--- src/rtl/apb_bridge_pkg.sv ---
// Shared APB bridge definitions: FSM state encoding and the peripheral
// address window, also used by the peripheral-side decode.
package apb_bridge_pkg;

  typedef enum logic [2:0] {
    IDLE,
    SETUP,
    ACCESS,
    RESP,
    ERR
  } state_e;

  localparam logic [31:0] APB_WIN_START = 32'h1A10_0000;
  localparam logic [31:0] APB_WIN_END   = 32'h1A11_FFFF;

  // True when the (zero-extended) address falls inside the APB window.
  function automatic logic addr_in_apb_win(input logic [63:0] a);
    return (a >= {32'h0, APB_WIN_START}) && (a <= {32'h0, APB_WIN_END});
  endfunction

endpackage

--- src/rtl/lint2apb_bridge.sv ---
// Core-side request/grant (LINT) to APB master bridge.
// One transfer outstanding at a time; out-of-window addresses and partial
// writes are rejected locally without touching the APB bus.
module lint2apb_bridge
  import apb_bridge_pkg::*;
#(
  parameter int unsigned APB_ADDR_WIDTH = 32,
  parameter int unsigned APB_DATA_WIDTH = 32,
  parameter int unsigned TIMEOUT_CYCLES = 255
) (
  input  logic                        clk_i,
  input  logic                        rst_i,
  input  logic                        req_i,
  output logic                        gnt_o,
  input  logic [APB_ADDR_WIDTH-1:0]   addr_i,
  input  logic                        we_i,
  input  logic [APB_DATA_WIDTH-1:0]   wdata_i,
  input  logic [APB_DATA_WIDTH/8-1:0] be_i,
  output logic                        r_valid_o,
  output logic [APB_DATA_WIDTH-1:0]   r_rdata_o,
  output logic                        r_err_o,
  output logic [APB_ADDR_WIDTH-1:0]   paddr,
  output logic [APB_DATA_WIDTH-1:0]   pwdata,
  output logic                        pwrite,
  output logic                        psel,
  output logic                        penable,
  input  logic [APB_DATA_WIDTH-1:0]   prdata,
  input  logic                        pready,
  input  logic                        pslverr
);

  // A zero timeout keeps a 1-bit counter that never moves.
  localparam bit          TO_EN = (TIMEOUT_CYCLES != 0);
  localparam int unsigned CNT_W = TO_EN ? $clog2(TIMEOUT_CYCLES + 1) : 1;
  localparam logic [CNT_W-1:0] CNT_LAST =
    TO_EN ? CNT_W'(TIMEOUT_CYCLES - 1) : '0;

  state_e                      r_state;
  state_e                      w_state_nxt;
  logic [APB_ADDR_WIDTH-1:0]   r_addr;
  logic                        r_we;
  logic [APB_DATA_WIDTH-1:0]   r_wdata;
  logic [APB_DATA_WIDTH/8-1:0] r_be;
  logic [CNT_W-1:0]            r_cnt;
  logic                        w_accept;
  logic                        w_req_ok;
  logic                        w_timeout;

  assign gnt_o     = (r_state == IDLE) && req_i && !rst_i;
  assign w_accept  = req_i && gnt_o;
  assign w_req_ok  = addr_in_apb_win(64'(addr_i)) && (!we_i || (&be_i));
  assign w_timeout = TO_EN && (r_cnt == CNT_LAST);

  assign paddr  = r_addr;
  assign pwdata = r_wdata;
  assign pwrite = r_we;

  // Next-state decode; pready takes priority over the timeout.
  always_comb begin
    w_state_nxt = r_state;
    unique case (r_state)
      IDLE: begin
        if (w_accept) w_state_nxt = w_req_ok ? SETUP : ERR;
      end
      SETUP:  w_state_nxt = ACCESS;
      ACCESS: begin
        if (pready)         w_state_nxt = RESP;
        else if (w_timeout) w_state_nxt = ERR;
      end
      RESP:    w_state_nxt = IDLE;
      ERR:     w_state_nxt = IDLE;
      default: w_state_nxt = IDLE;
    endcase
  end

  // State register.
  always_ff @(posedge clk_i) begin
    if (rst_i) r_state <= IDLE;
    else       r_state <= w_state_nxt;
  end

  // Request payload captured on acceptance and held until the next IDLE.
  always_ff @(posedge clk_i) begin
    if (rst_i) begin
      r_addr  <= '0;
      r_we    <= 1'b0;
      r_wdata <= '0;
      r_be    <= '0;
    end else if (w_accept) begin
      r_addr  <= addr_i;
      r_we    <= we_i;
      r_wdata <= wdata_i;
      r_be    <= be_i;
    end
  end

  // Registered APB strobes and response, derived from the next state so
  // that they line up with the state they belong to.
  always_ff @(posedge clk_i) begin
    if (rst_i) begin
      psel      <= 1'b0;
      penable   <= 1'b0;
      r_valid_o <= 1'b0;
      r_err_o   <= 1'b0;
      r_rdata_o <= '0;
    end else begin
      psel      <= (w_state_nxt == SETUP) || (w_state_nxt == ACCESS);
      penable   <= (w_state_nxt == ACCESS);
      r_valid_o <= (w_state_nxt == RESP) || (w_state_nxt == ERR);
      r_err_o   <= (w_state_nxt == ERR) || ((w_state_nxt == RESP) && pslverr);
      r_rdata_o <= ((w_state_nxt == RESP) && !r_we) ? prdata : '0;
    end
  end

  // ACCESS wait-state counter for the timeout abort.
  always_ff @(posedge clk_i) begin
    if (rst_i) begin
      r_cnt <= '0;
    end else if ((r_state != ACCESS) && (w_state_nxt == ACCESS)) begin
      r_cnt <= '0;
    end else if (TO_EN && (r_state == ACCESS) && !pready) begin
      r_cnt <= r_cnt + 1'b1;
    end
  end

  // Only full-strobe writes may ever reach the APB bus.
  always_ff @(posedge clk_i) begin
    if (!rst_i && (r_state == SETUP)) begin
      assert (!r_we || (&r_be));
    end
  end

endmodule
--- config.mk ---
export PLATFORM = sky130hd
export DESIGN_NAME = lint2apb_bridge
export DESIGN_NICKNAME = d
export VERILOG_FILES = /design/src/rtl/apb_bridge_pkg.sv /design/src/rtl/lint2apb_bridge.sv
export SDC_FILE = /design/constraint.sdc
export NUM_CORES = 1
export LEC_CHECK = 0
export ABC_AREA = 1
export BUFFER_PORTS_ARGS = -buffer_cell sky130_fd_sc_hd__buf_4
export CAP_MARGIN = 0
export CORE_MARGIN = 4
export CORE_UTILIZATION = 45
export CTS_CLUSTER_SIZE = 28
export DETAILED_ROUTE_END_ITERATION = 10
export PLACE_DENSITY = 0.88
export SETUP_SLACK_MARGIN = 0.3
export SLEW_MARGIN = 20
export SYNTH_ARGS = -nofsm -noshare
export SYNTH_HDL_FRONTEND = slang
export SYNTH_SLANG_ARGS = --single-unit
--- constraint.sdc ---
create_clock -name clk_i -period 1.6 [get_ports clk_i]
set_input_delay 0.32 -clock clk_i [delete_from_list [all_inputs] [get_ports clk_i]]
set_output_delay 0.32 -clock clk_i [all_outputs]
set_load 0.02 [all_outputs]
==> impl_metrics.toml <==
[power_and_ir_drop]
power.density_mw_per_mm2 = 897
vdd.ir_drop.worst_mv = 0.695
p_leak_nw = 3.18

[timing]
max_clock_freq_mhz = 685
fin_worst_hold_slack_ns = 0.160
grt_setup_unrepaired = "yes"
timing.clock.skew_ns = 0.0194
final.setup.tns_ns = 0
final-max-slew-violation-count = 0
timing.slew.headroom_pct = 79.5
fin_crit_sh_pct = 91.3
setup_viol_count_final = 0
worst_tran_pin_value_ns = 0.305
final_period_minus_worst_setup_slack_ns = 1.46
hold_viol_final = 0

[routing]
detailedRoute.firstPassIterationCount = 4
vias_per_cell = 4.85
vias = 4150
remaining_drc_errors = 0
drtIter0Drc = 148
route.antenna.remaining_nets = 0
detail_route.wirelength_um = 13000
wl_per_cell_um = 15.2

[critical_path]
timing.critical_path.cells = "inv_2 > nand4_4 > nor2_4 > buf_6"
critical-path-slowest-cell = "sky130_fd_sc_hd__dfxtp_2"
required_time_at_the_endpoint_of_the_critical_path_ns = 1.28
worst_setup_path_start_kind = "register"
cp.buffers_inverters = 2
endpoint_kind = "primary output"
critical_path_peak_fanout = 2
path_delay_family = "flip-flops"
path_class = "reg -> out"
cp.arrival_ns = 1.14
critical-path-max-stage-delay_ns = 0.35

[floorplan]
fp.dieW_um = 102
design.core.area_mm2 = 0.00868
die_area_mm2 = 0.0105
design.portCount = 208
cell_rows = 34
floorplan.die.height_um = 102
initial_utilization_pct = 46.2

[yosys]
async_reset_ff_share_pct = 0
netlist-cell-type-count = 30
synth_cells = 519
syn_area_per_cell_um2 = 7.73
synth-main-ff-cell = "sky130_fd_sc_hd__dfxtp_1"
number_of_nets_produced_by_synthesis = 627
synthesis.area_mm2 = 0.00401
yosys_warnings = 0
yosys_register_bits = 112
synth-seq-area-share_pct = 55.9
synth_edf_count = 0

[global_route]
gr-total-overflow = 0
grt_first_pass_wirelength_um = 19100
grt_pass1_vias = 4128
grt_antenna_before_repair = 0
grt.total_usage_pct = 23.1
grt_max_degree = 33

[job]
max-cap-violations = 0

[final_layout]
fin_util_pct = 73.2
drive_above_1_share_pct = 40.0
finish.net_count = 850
insertedDiodeCount = 0
filler_cell_count = 656
flow.area_growth_from_synthesis_pct = 58.3

[placement]
hpwl_um = 9270
io_buffer_count = 207
globalplace.congestion = 0.819

[clocking]
cts.root.buffer_cell = "sky130_fd_sc_hd__clkbuf_8"
clock_insertion_delay_worst_skew_ns = 0.37
cts_max_path_buffers = 2
clock_sink_count = 112
ctsHoldBuffers = 0
tritoncts_clock_tree = "yes"
clkSlewWorstSetupHoldPaths_ns = 0.10
numCtsBuffers = 9
clock_tree.htree_level_count = 3

[worst_hold_path]
hold_path_class = "in -> reg"

[outcome]
outcome = "complete, no violations"
kinds of logic after synthesis:
logic type               after synthesis  share of synthesized area [%]
flip-flops                           112                           55.9
buffers and inverters                 86                           8.42
adder cells (fa/ha/maj)                2                          0.624
AO/OA/AOI/OAI                         80                           10.1
AND/OR/NAND/NOR                      237                           24.5
XOR/XNOR                               2                          0.437
layout make-up:
class | instances | area, µm² | area share (%)
repair buffers | 237 | 1930 | 30.4
inverters | 61 | 236 | 3.72
flip-flops and latches | 112 | 2250 | 35.5
clock buffers | 10 | 138 | 2.17
clock inverters | 6 | 83.8 | 1.32
multi-input cells | 321 | 1570 | 24.8
well taps | 108 | 135 | 2.13
final timing paths:
path	start	endpoint	slack, ns	cells past startpoint
min reg2reg	pwdata[21]$_SDFFE_PP0P_	pwdata[21]$_SDFFE_PP0P_	0.47	2
max reg2reg	r_state[2]$_SDFF_PP0_	r_cnt[4]$_SDFFE_PP0P_	0.20	9
min	pslverr	r_err_o$_SDFF_PP0_	0.16	3
max	r_state[2]$_SDFF_PP0_	gnt_o	0.14	4
metrics by stage:
step	cell area [µm²]	power [mW]	std cells	setup slack, ns
global route	6350	5.91	855	0.0861
detailed placement	5710	3.86	818	0.166
finish	6350	5.70	855	0.139
CTS	6140	5.69	848	0.124
global placement	5710	3.83	818	0.266
floorplan	4020	3.38	519	0.338
worst register-to-register path: cells and delay by family (launching register included):
kind	cells	cell delay [ns]
simple gates	6	0.60
flops	1	0.35
buf+inv	3	0.36
cells in the final DEF, fill, tap and decap left out, types with 5 or more instances in the layout:
| cell type | count |
|---|---|
| sky130_fd_sc_hd__inv_1 | 56 |
| sky130_fd_sc_hd__nor2_1 | 64 |
| sky130_fd_sc_hd__o21ai_1 | 18 |
| sky130_fd_sc_hd__dfxtp_1 | 106 |
| sky130_fd_sc_hd__nor2_2 | 11 |
| sky130_fd_sc_hd__nor2_4 | 6 |
| sky130_fd_sc_hd__buf_4 | 224 |
| sky130_fd_sc_hd__dfxtp_2 | 5 |
| sky130_fd_sc_hd__nand2_1 | 127 |
| sky130_fd_sc_hd__buf_12 | 6 |
| sky130_fd_sc_hd__clkbuf_8 | 10 |
| sky130_fd_sc_hd__nand3_1 | 9 |
| sky130_fd_sc_hd__a21oi_1 | 55 |
state kept, by name (all words and copies together) (netlist names):
register,flops
pwdata,32
pwrite,1
psel,1
penable,1
r_valid_o,1
paddr,32
r_rdata_o,32
r_state,3
r_cnt,8
r_err_o,1
cell usage after synthesis (all sizes together) (2+ instances only):
cell type,n,area share (%)
nor3b,2,0.50
buf,15,1.8
dfxtp,112,56
nand3,11,1.5
a21oi,58,7.2
or2,2,0.31
o21ai,20,2.5
nor2,81,8.1
ha,2,0.62
nand4,5,1.1
nand2,132,12
clkbuf,10,0.94
inv,61,5.7
nor3,2,0.25
routing by layer:
metal	wire length, µm	track usage (%)	share of wire [%]
met1	4780	25.7	37
met2	6870	41.4	53
met3	864	5.39	6.6
met4	490	10.9	3.8
met5	0	0	0
power by group:
| part | switching (mW) | leakage [nW] | internal (mW) |
|---|---|---|---|
| registers | 0.0591 | 0.919 | 2.89 |
| clock network | 1.02 | 0.113 | 0.810 |
| logic | 0.465 | 2.14 | 0.449 |
| total | 1.55 | 3.18 | 4.15 |
what timing repair did:
action | CTS | global route
cloned | 2 | 2
pin swaps | 6 | 10
setup buffers | 12 | 5
endpoints found under the setup margin | 90 | 105
gates resized for setup | 23 | 34
Note: power is estimated with default switching activity, not from simulation.
